==> src/rtl/sync_fifo_param.sv <==
`default_nettype none
// ============================================================================
// Module   : sync_fifo_param
// Purpose  : Parametrised single-clock FIFO with programmable almost-full /
//            almost-empty flags, sticky overflow/underflow error flags and a
//            selectable first-word-fall-through (FWFT) read mode.
// Ports    : clk          - clock, all state updates on rising edge
//            rst          - asynchronous active-high reset
//            buf_in       - write data (DATA_W bits)
//            wr_en        - write request
//            rd_en        - read request (FWFT: acknowledge of head word)
//            clr_err      - synchronous clear of overflow/underflow
//            buf_out      - read data (DATA_W bits)
//            buf_empty    - occupancy == 0
//            buf_full     - occupancy == DEPTH
//            almost_full  - occupancy >= AF_THRESH
//            almost_empty - occupancy <= AE_THRESH
//            fifo_counter - current occupancy, 0..DEPTH
//            overflow     - sticky: a write was rejected while full
//            underflow    - sticky: a read was rejected while empty
// Revision : 1.0 - initial release
// ============================================================================
module sync_fifo_param #(
    parameter int DATA_W    = 8,
    parameter int DEPTH     = 64,
    parameter int AF_THRESH = DEPTH - 4,
    parameter int AE_THRESH = 4,
    parameter int FWFT      = 0
) (
    input  logic                       clk,
    input  logic                       rst,
    input  logic [DATA_W-1:0]          buf_in,
    input  logic                       wr_en,
    input  logic                       rd_en,
    input  logic                       clr_err,
    output logic [DATA_W-1:0]          buf_out,
    output logic                       buf_empty,
    output logic                       buf_full,
    output logic                       almost_full,
    output logic                       almost_empty,
    output logic [$clog2(DEPTH):0]     fifo_counter,
    output logic                       overflow,
    output logic                       underflow
);

    localparam int c_addr_w = $clog2(DEPTH);
    localparam int c_cnt_w  = c_addr_w + 1;

    localparam logic [c_cnt_w-1:0]  c_depth   = c_cnt_w'(DEPTH);
    localparam logic [c_cnt_w-1:0]  c_af      = c_cnt_w'(AF_THRESH);
    localparam logic [c_cnt_w-1:0]  c_ae      = c_cnt_w'(AE_THRESH);
    localparam logic [c_cnt_w-1:0]  c_cnt_one = c_cnt_w'(1);
    localparam logic [c_addr_w-1:0] c_ptr_one = c_addr_w'(1);
    localparam logic                c_af_rst  = (AF_THRESH == 0);

    logic [DATA_W-1:0]   r_mem [DEPTH];
    logic [c_addr_w-1:0] r_wr_ptr;
    logic [c_addr_w-1:0] r_rd_ptr;
    logic [c_cnt_w-1:0]  r_cnt;
    logic                r_empty;
    logic                r_full;
    logic                r_af;
    logic                r_ae;
    logic                r_ovf;
    logic                r_udf;
    logic [DATA_W-1:0]   r_out;

    logic                w_wa;
    logic                w_ra;
    logic [c_cnt_w-1:0]  w_cnt_nxt;
    logic [c_addr_w-1:0] w_wr_ptr_nxt;
    logic [c_addr_w-1:0] w_rd_ptr_nxt;

    // Acceptance uses the registered flags only, so no request input has a
    // combinational path into any flag.
    assign w_wa = wr_en && !r_full;
    assign w_ra = rd_en && !r_empty;

    // Pointers are exactly log2(DEPTH) bits, so DEPTH-1 -> 0 wraps naturally.
    assign w_wr_ptr_nxt = w_wa ? (r_wr_ptr + c_ptr_one) : r_wr_ptr;
    assign w_rd_ptr_nxt = w_ra ? (r_rd_ptr + c_ptr_one) : r_rd_ptr;

    always_comb begin
        w_cnt_nxt = r_cnt;
        case ({w_wa, w_ra})
            2'b10:   w_cnt_nxt = r_cnt + c_cnt_one;
            2'b01:   w_cnt_nxt = r_cnt - c_cnt_one;
            default: w_cnt_nxt = r_cnt;
        endcase
    end

    // Storage is intentionally not reset.
    always_ff @(posedge clk) begin
        if (w_wa) begin
            r_mem[r_wr_ptr] <= buf_in;
        end
    end

    // Pointers, occupancy and flags. Flags come from the next-state count so
    // they change in the same cycle as fifo_counter.
    always_ff @(posedge clk or posedge rst) begin
        if (rst) begin
            r_wr_ptr <= '0;
            r_rd_ptr <= '0;
            r_cnt    <= '0;
            r_empty  <= 1'b1;
            r_full   <= 1'b0;
            r_af     <= c_af_rst;
            r_ae     <= 1'b1;
            r_ovf    <= 1'b0;
            r_udf    <= 1'b0;
        end else begin
            r_wr_ptr <= w_wr_ptr_nxt;
            r_rd_ptr <= w_rd_ptr_nxt;
            r_cnt    <= w_cnt_nxt;
            r_empty  <= (w_cnt_nxt == '0);
            r_full   <= (w_cnt_nxt == c_depth);
            r_af     <= (w_cnt_nxt >= c_af);
            r_ae     <= (w_cnt_nxt <= c_ae);
            // A new error takes priority over a clear in the same cycle.
            if (wr_en && r_full) begin
                r_ovf <= 1'b1;
            end else if (clr_err) begin
                r_ovf <= 1'b0;
            end
            if (rd_en && r_empty) begin
                r_udf <= 1'b1;
            end else if (clr_err) begin
                r_udf <= 1'b0;
            end
        end
    end

    generate
        if (FWFT != 0) begin : g_fwft
            // The head after this edge is the word being written now when no
            // older word survives the edge; memory is not yet updated, so
            // bypass buf_in in that case.
            logic w_head_new;
            assign w_head_new = w_wa && (r_cnt == (w_ra ? c_cnt_one : '0));

            always_ff @(posedge clk or posedge rst) begin
                if (rst) begin
                    r_out <= '0;
                end else if (w_cnt_nxt != '0) begin
                    r_out <= w_head_new ? buf_in : r_mem[w_rd_ptr_nxt];
                end
            end
        end else begin : g_std
            always_ff @(posedge clk or posedge rst) begin
                if (rst) begin
                    r_out <= '0;
                end else if (w_ra) begin
                    r_out <= r_mem[r_rd_ptr];
                end
            end
        end
    endgenerate

    assign buf_out      = r_out;
    assign buf_empty    = r_empty;
    assign buf_full     = r_full;
    assign almost_full  = r_af;
    assign almost_empty = r_ae;
    assign fifo_counter = r_cnt;
    assign overflow     = r_ovf;
    assign underflow    = r_udf;

endmodule
`default_nettype wire

==> config.mk <==
export PLATFORM = sky130hd
export DESIGN_NAME = sync_fifo_param
export DESIGN_NICKNAME = d
export VERILOG_FILES = /design/src/rtl/sync_fifo_param.sv
export SDC_FILE = /design/constraint.sdc
export NUM_CORES = 1
export LEC_CHECK = 0
export CAP_MARGIN = 40
export CORE_UTILIZATION = 32
export CTS_BUF_LIST = sky130_fd_sc_hd__clkbuf_8
export CTS_CLUSTER_SIZE = 16
export DETAILED_ROUTE_END_ITERATION = 10
export GPL_TIMING_DRIVEN = 0
export HOLD_SLACK_MARGIN = 0.05
export PLACE_DENSITY = 0.47
export SLEW_MARGIN = 20
export SYNTH_ARGS = -nofsm -noshare
export SYNTH_HDL_FRONTEND = slang
export SYNTH_SLANG_ARGS = --single-unit
==> constraint.sdc <==
create_clock -name clk -period 7.85 [get_ports clk]
set_input_delay 1.57 -clock clk [delete_from_list [all_inputs] [get_ports clk]]
set_output_delay 1.57 -clock clk [all_outputs]
set_load 0.05 [all_outputs]
==> summary.txt, run 1 <==
Synthesis
  • Most used flip-flop cell after synthesis: edfxtp_1
  • Largest cells by area after synthesis: edfxtp_1, mux4_2, dfrtp_1
  • Synth cell types: 59
  • Most frequent cells after synthesis: edfxtp_1, mux4_2, nor2_1, nand2_1, dfrtp_1
  • Syn. warnings: 0
  • Average size of a mapped cell: 20.03 um2
  • Syn nets: 1103
  • Synthesized area: 21750 um2
  • Syn Inst Count: 1086
  • Yosys reg bits: 545
  • Most numerous cell in the Yosys netlist: edfxtp_1
  • EDFF count, synth: 512
  • Area leader, netlist: edfxtp_1
  • Sequential area share after synthesis: 0.7450
  • Fraction of registers with async set/reset: 0.06055
  • Yosys top cell area share: 0.7069

Worst setup path
  • Critical path type: in -> reg
  • Crit. path cell count: 12
  • Critical register-to-register path startpoint: buf_empty
  • Startpoint class of the critical path: input pin
  • Reg2Reg Depth: 12
  • Slowest cell on crit path: or4_1
  • Arr. time, crit path: 4.58 ns
  • Worst Path Max Fanout: 10
  • Critical Path RT: 8.42 ns
  • Cell family with most CP delay: simple AND/OR/NAND/NOR gates
  • Critical path buffers and inverters: 2
  • CP Capture Type: flop
  • Slowest stage delay, CP: 0.54 ns
  • CP startpoint: wr_en
  • Critical-path cell list: clkdlybuf4s50_1, nor2b_4, clkinv_2, nand2_2, xnor2_1, ha_1, a21oi_1, o21ai_0, a31oi_1, or4_1, a41o_1, nor3_1

Timing
  • Least-Margin Pin Slew: 0.8139 ns
  • Slew headroom: 0.4554
  • Final TNS setup: 0 ns
  • Final setup vio count: 0
  • Unrepaired setup endpoints after global routing: false
  • Worst Skew: 0.04552 ns
  • Endpoints failing hold: 0
  • Minimum clock period: 4.015 ns
  • Max Slew Vio Count: 0
  • Fmax achieved: 249.1 MHz
  • Final worst-path cycle share: 0.5114

Placed design
  • Buffers on Ports: 33
  • Final Wtd Congestion: 0.8355
  • Hpwl dp: 36110 um

Clocking
  • Max Root-Sink Buffers: 3
  • Post_cts resized: 0
  • Clk pin slew, worst setup/hold paths: 0.05 ns
  • Clock Sink Count: 545
  • Cts hold-fix bufs: 0
  • CTS tree: built
  • Setup bufs post-CTS: 0
  • Clk_lat worst skew: 0.69 ns
  • H-tree depth: 3
  • Num CTS Buffers: 91
  • Clock root buffer: clkbuf_8

Pwr
  • Power Dens Cells: 342.6 nW/um2
  • Leakage power total: 8.254 nW
  • Pwr Total: 0.008713 W
  • Maximum VDD drop: 0.0002376 V

Finish
  • Synth-to-Final Area Change: 16.93%
  • Fin nets: 1296
  • Final-layout fill cell count: 6115
  • Fraction of layout cells with a size suffix above 1: 0.2938

Worst hold path
  • Min-delay worst type: reg -> reg
  • Start point of the worst hold path: underflow
  • Cells on Worst Hold Path: 2

Route
  • WL final: 55850 um
  • Detail Route Antenna Nets: 0
  • Drt first-iter violations: 901
  • Vias per std cell: 5.002
  • DRC viols: 0
  • Wire length per cell: 25.13 um
  • Vias post-DR: 11120
  • DRT Pass-1 Iters: 5

Global routing
  • Initial antenna violation count: 0
  • Gr ovfl total: 0
  • Tot GR Track Use: 0.1646
  • First-pass GRT wire length: 81730 um
  • Largest net degree at the start of global routing: 65
  • Vias in the first global route: 11690

Floorplan
  • Starting Density: 0.3239
  • Row count: 95
  • Die Ht: 262.7 um
  • CORE AREA: 67160 um2
  • Die footprint: 69010 um2
  • Chip Width: 262.7 um
  • Num ports: 34

Job
  • Max-Cap Viols: 0

Run status
  • Outcome: completed
-- sequential cells by signal, summed over array words and instances (netlist names) --
signal and cells:
r_mem 512, buf_out 8, fifo_counter 7, r_rd_ptr 6
r_wr_ptr 6, almost_empty 1, almost_full 1, buf_empty 1
buf_full 1, overflow 1, underflow 1
-- logic make-up after synthesis --
logic type | after synthesis | share of synthesized area
buffers and inverters | 74 | 0.01622
multiplexers | 182 | 0.1676
AO/OA/AOI/OAI | 75 | 0.02238
AND/OR/NAND/NOR | 190 | 0.04004
flip-flops | 545 | 0.7450
adder cells (fa/ha/maj) | 4 | 0.002301
XOR/XNOR | 16 | 0.006443
-- cell type report --
| type | instances | area, um2 | share of cell area |
|---|---|---|---|
| antenna | 1 | 2.502 | 0.00009840 |
| timing repair buffer | 100 | 908.4 | 0.03572 |
| clock inverter | 68 | 362.8 | 0.01427 |
| buffer | 63 | 310.3 | 0.01220 |
| inverter | 11 | 42.54 | 0.001673 |
| multi-input combinational | 467 | 5216 | 0.2051 |
| clock buffer | 94 | 1294 | 0.05087 |
| tap | 873 | 1092 | 0.04295 |
| sequential | 545 | 16200 | 0.6371 |
-- metrics by stage --
stage	std cells	hold slack [ns]	utilization	worst slack, ns	area, um2
final	2222	0.5259	0.3787	3.835	25430
after global routing	2221	0.5510	0.3786	3.566	25430
after CTS	2202	0.5293	0.3765	3.842	25280
after detailed placement	2040	0.5083	0.3518	3.164	23630
after global placement	1992	0.5133	0.3450	3.012	23170
after floorplan	1086	0.4868	-	4.124	21750
-- final timing paths --
kind | to | slack (ns)
max | buf_full | 3.84
min | underflow | 0.53
max reg2reg | buf_full | 4.72
min reg2reg | underflow | 0.53
max in group asynchronous | r_rd_ptr[5] | 6.24
min in group asynchronous | fifo_counter[2] | 1.15
-- where the power goes --
| group | switching [W] | leakage (nW) | internal, W |
|---|---|---|---|
| clock | 0.00115 | 0.980 | 0.00118 |
| sequential | 0.0000889 | 5.01 | 0.00335 |
| combinational | 0.00169 | 2.26 | 0.00126 |
| total | 0.00293 | 8.25 | 0.00579 |
-- worst min-delay path, cell delays in order, from the launching register on --
cell	delay, ns
dfrtp_1	0.37
inv_1	0.05
o21ai_0	0.06
-- per-layer routing --
metal | track usage | routed length [um]
met1 | 0.2209 | 24580
met2 | 0.2631 | 26520
met3 | 0.03898 | 3144
met4 | 0.05501 | 1602
met5 | 0 | 0
-- cell usage in the layout (no fill, tap or decap), types with 3 or more instances in the layout --
cell type / Yosys / final
o211ai_1: 3 / 3
buf_2: 14 / 16
nand4_1: 6 / 6
nand2b_1: 6 / 6
or2_2: 4 / 4
nor2_1: 76 / 71
nand2_1: 51 / 51
a21oi_1: 21 / 21
clkbuf_1: 27 / 27
a22oi_1: 6 / 6
mux4_2: 144 / 144
nor2_2: 0 / 5
clkbuf_8: 0 / 94
nor2b_1: 3 / 3
o21ai_0: 17 / 17
buf_1: 12 / 12
edfxtp_1: 512 / 512
buf_4: 5 / 58
xnor2_1: 15 / 15
nor4_1: 3 / 3
dfrtp_1: 31 / 31
clkdlybuf4s50_1: 0 / 25
a31oi_1: 3 / 3
clkinv_2: 1 / 13
inv_1: 9 / 41
nor3_1: 7 / 5
nand3_1: 19 / 19
mux2_2: 18 / 18
clkinv_1: 0 / 17
ha_1: 4 / 4
mux2i_1: 20 / 20
buf_6: 5 / 21
a21boi_0: 8 / 8
No activity file was read; power rests on OpenSTA's default activity.
==> run 2: changes to the inputs <==
- clock period: 7.85 -> 3.7 ns (I/O delays scaled with it)
==> results of run 2 <==
Same layout as run 1 (identical final DEF). Status: completed.
Among the figures that moved: setup slack after placement 3.164 ns -> -0.1556 ns; clock-pin slew on the worst setup and hold paths 0.05 ns -> 0.06 ns; setup slack after layout 3.835 ns -> 0.5153 ns; hold slack 0.5259 ns -> 0.3184 ns; register-to-register setup slack 4.72 ns -> 0.57 ns; total power 0.008713 W -> 0.01849 W; worst IR drop on VDD 0.0002376 V -> 0.0005041 V
==> run 3: changes to the inputs <==
- CORE_ASPECT_RATIO: default -> 0.8
- CTS_CLUSTER_DIAMETER: default -> 80
==> summary.txt, run 3 (synthesis gave the netlist of run 1 again) <==
Finish
  • Commonest non-fill, non-tap cells in the layout: edfxtp_1, mux4_2, nor2_1
  • Largest Register: r_mem
  • Fin nets: 1250 (-3.5%)
  • Max reg flops: 512 (unchanged)
  • Fraction of layout cells with a size suffix above 1: 0.2606 (-0.03321)
  • Final Cell Area: 24500 um2 (-3.7%)
  • Synth-to-Final Area Change: 12.66%
  • Final-layout fill cell count: 6328 (+3.5%)
  • Footprint of the multi-input gates: 5204 um2 (-0.24%)
  • Sequential cell area: 16200 um2 (unchanged)
  • Diodes inserted: 0 (-1)
  • Commonest non-fill, non-tap cell in the layout: edfxtp_1

Worst setup path
  • CP startpoint: r_rd_ptr[1]
  • Critical register-to-register path startpoint: r_rd_ptr[1]
  • Critical Path Sink: buf_out[3]
  • CP Capture Type: flop
  • Capturing point of the worst reg2reg path: buf_out[3]
  • Startpoint class of the critical path: flop
  • Critical path type: reg -> reg
  • Critical Path RT: 4.21 ns
  • Reg2Reg Depth: 9 (-3)
  • Arr. time, crit path: 3.79 ns
  • Worst Path Max Fanout: 10 (unchanged)
  • FF-to-FF setup slack: 0.42 ns

Timing
  • Slew headroom: 0.4344 (-0.02092)
  • Final worst-path cycle share: 0.8869
  • Setup WS post-layout: 0.4183 ns
  • Max Slew Vio Count: 0 (unchanged)
  • Minimum clock period: 3.282 ns
  • Worst Skew: 0.03982 ns (-0.005705 ns)
  • Fmax achieved: 304.7 MHz
  • Unrepaired setup endpoints after global routing: false
  • Endpoints failing hold: 0 (unchanged)
  • Final setup vio count: 0 (unchanged)
  • Least-Margin Pin Slew: 0.8483 ns (+0.03439 ns)

Clocking
  • Setup bufs post-CTS: 0 (unchanged)
  • Clock root buffer: clkbuf_8
  • CTS tree: built
  • Cts hold-fix bufs: 0 (unchanged)
  • H-tree depth: 2 (-1)
  • Post_cts resized: 0 (unchanged)
  • Max Root-Sink Buffers: 3 (unchanged)
  • Clk_lat worst skew: 0.65 ns (-0.04 ns)
  • Clk pin slew, worst setup/hold paths: 0.12 ns
  • Num CTS Buffers: 40 (-56%)
  • Clock Sink Count: 545 (unchanged)

Route
  • WL final: 55180 um (-1.2%)
  • Detail Route Antenna Nets: 0 (unchanged)
  • DRC viols: 0 (unchanged)
  • Wire length per cell: 25.45 um (+1.3%)
  • Vias post-DR: 11000 (-1.0%)
  • DRT Pass-1 Iters: 8 (+3)
  • Drt first-iter violations: 1138 (+26%)
  • Vias per std cell: 5.074 (+1.4%)

Pwr
  • Maximum VDD drop: 0.0003995 V
  • Leakage power total: 7.719 nW (-6.5%)
  • Power Dens Cells: 680.3 nW/um2
  • Pwr Total: 0.01667 W

Placed design
  • Placed cell areas: 23680 um2 (+0.22%)
  • Buffers on Ports: 33 (unchanged)
  • Hpwl dp: 36420 um (+0.85%)
  • Final Wtd Congestion: 0.8503 (+1.8%)
  • Pre-CTS setup slack: -0.1116 ns

Global routing
  • Vias in the first global route: 11030 (-5.6%)
  • Initial antenna violation count: 4 (+4)
  • Gr ovfl total: 0 (unchanged)
  • First-pass GRT wire length: 79610 um (-2.6%)
  • Tot GR Track Use: 0.1606 (-0.004048)
  • Largest net degree at the start of global routing: 65 (unchanged)

Run status
  • Outcome: completed

Floorplan
  • Chip Width: 293.5 um (+12%)
  • Starting Density: 0.3236 (about the same)
  • Row count: 85 (-11%)
  • CORE AREA: 67210 um2 (about the same)
  • Die footprint: 69020 um2 (about the same)
  • Die Ht: 235.2 um (-10%)
  • Num ports: 34 (unchanged)

Job
  • Max-Cap Viols: 0 (unchanged)

Worst hold path
  • Min-delay worst type: in -> async
[run 3: report_power, final]
group | switching [W] | total [W] | internal, W
sequential | 0.000212 | 0.00730 | 0.00709
combinational | 0.00373 | 0.00639 | 0.00266
clock | 0.00194 | 0.00298 | 0.00104
[run 3: worst max-delay path, cell delays in order, from the launching register on]
cell and delay, ns:
dfrtp_1 0.47, clkbuf_1 0.55, buf_1 0.63, buf_6 0.24, mux4_2 0.33, mux2_2 0.32
a21oi_1 0.27, o21ai_0 0.12, nand3_1 0.12, nand3_1 0.09
[run 3: area by class of cell]
cell class	count	share of cell area
sequential	545	0.6613
multi-input combinational	467	0.2124
tap	913	0.04662
timing repair buffer	105	0.03835
clock buffer	41	0.02303
buffer	63	0.01266
clock inverter	23	0.003932
inverter	11	0.001736
[run 3: per-layer routing]
metal | part of all wire | global-route usage | vias to the layer above
met5 | 0.00014 | 0 | -
met3 | 0.069 | 0.03285 | 66
met4 | 0.015 | 0.03314 | 2
met1 | 0.48 | 0.2482 | 5888
met2 | 0.44 | 0.2328 | 368
li1 | - | - | 4676
[run 3: how the worst min path moves through the flow]
| stage | start | end | slack [ns] | cells after the start |
|---|---|---|---|---|
| after detailed placement | underflow | underflow | 0.52 | 2 |
| after global placement | r_wr_ptr[0] | r_wr_ptr[0] | 0.51 | 1 |
| after global routing | rst | fifo_counter[0] | 0.35 | 2 |
| after floorplan | r_rd_ptr[5] | r_rd_ptr[5] | 0.49 | 1 |
| after CTS | rst | fifo_counter[0] | 0.31 | 2 |
| final | rst | fifo_counter[0] | 0.37 | 2 |
[run 3: stage by stage]
step                hold slack [ns]  TNS [ns]    util  std cells
floorplan                    0.4868         0       -       1086
global placement             0.5077    -22.57  0.3455       2032
detailed placement           0.5244    -1.689  0.3523       2083
CTS                          0.3132         0  0.3621       2147
global route                 0.3452         0  0.3645       2168
finish                       0.3652         0  0.3645       2168
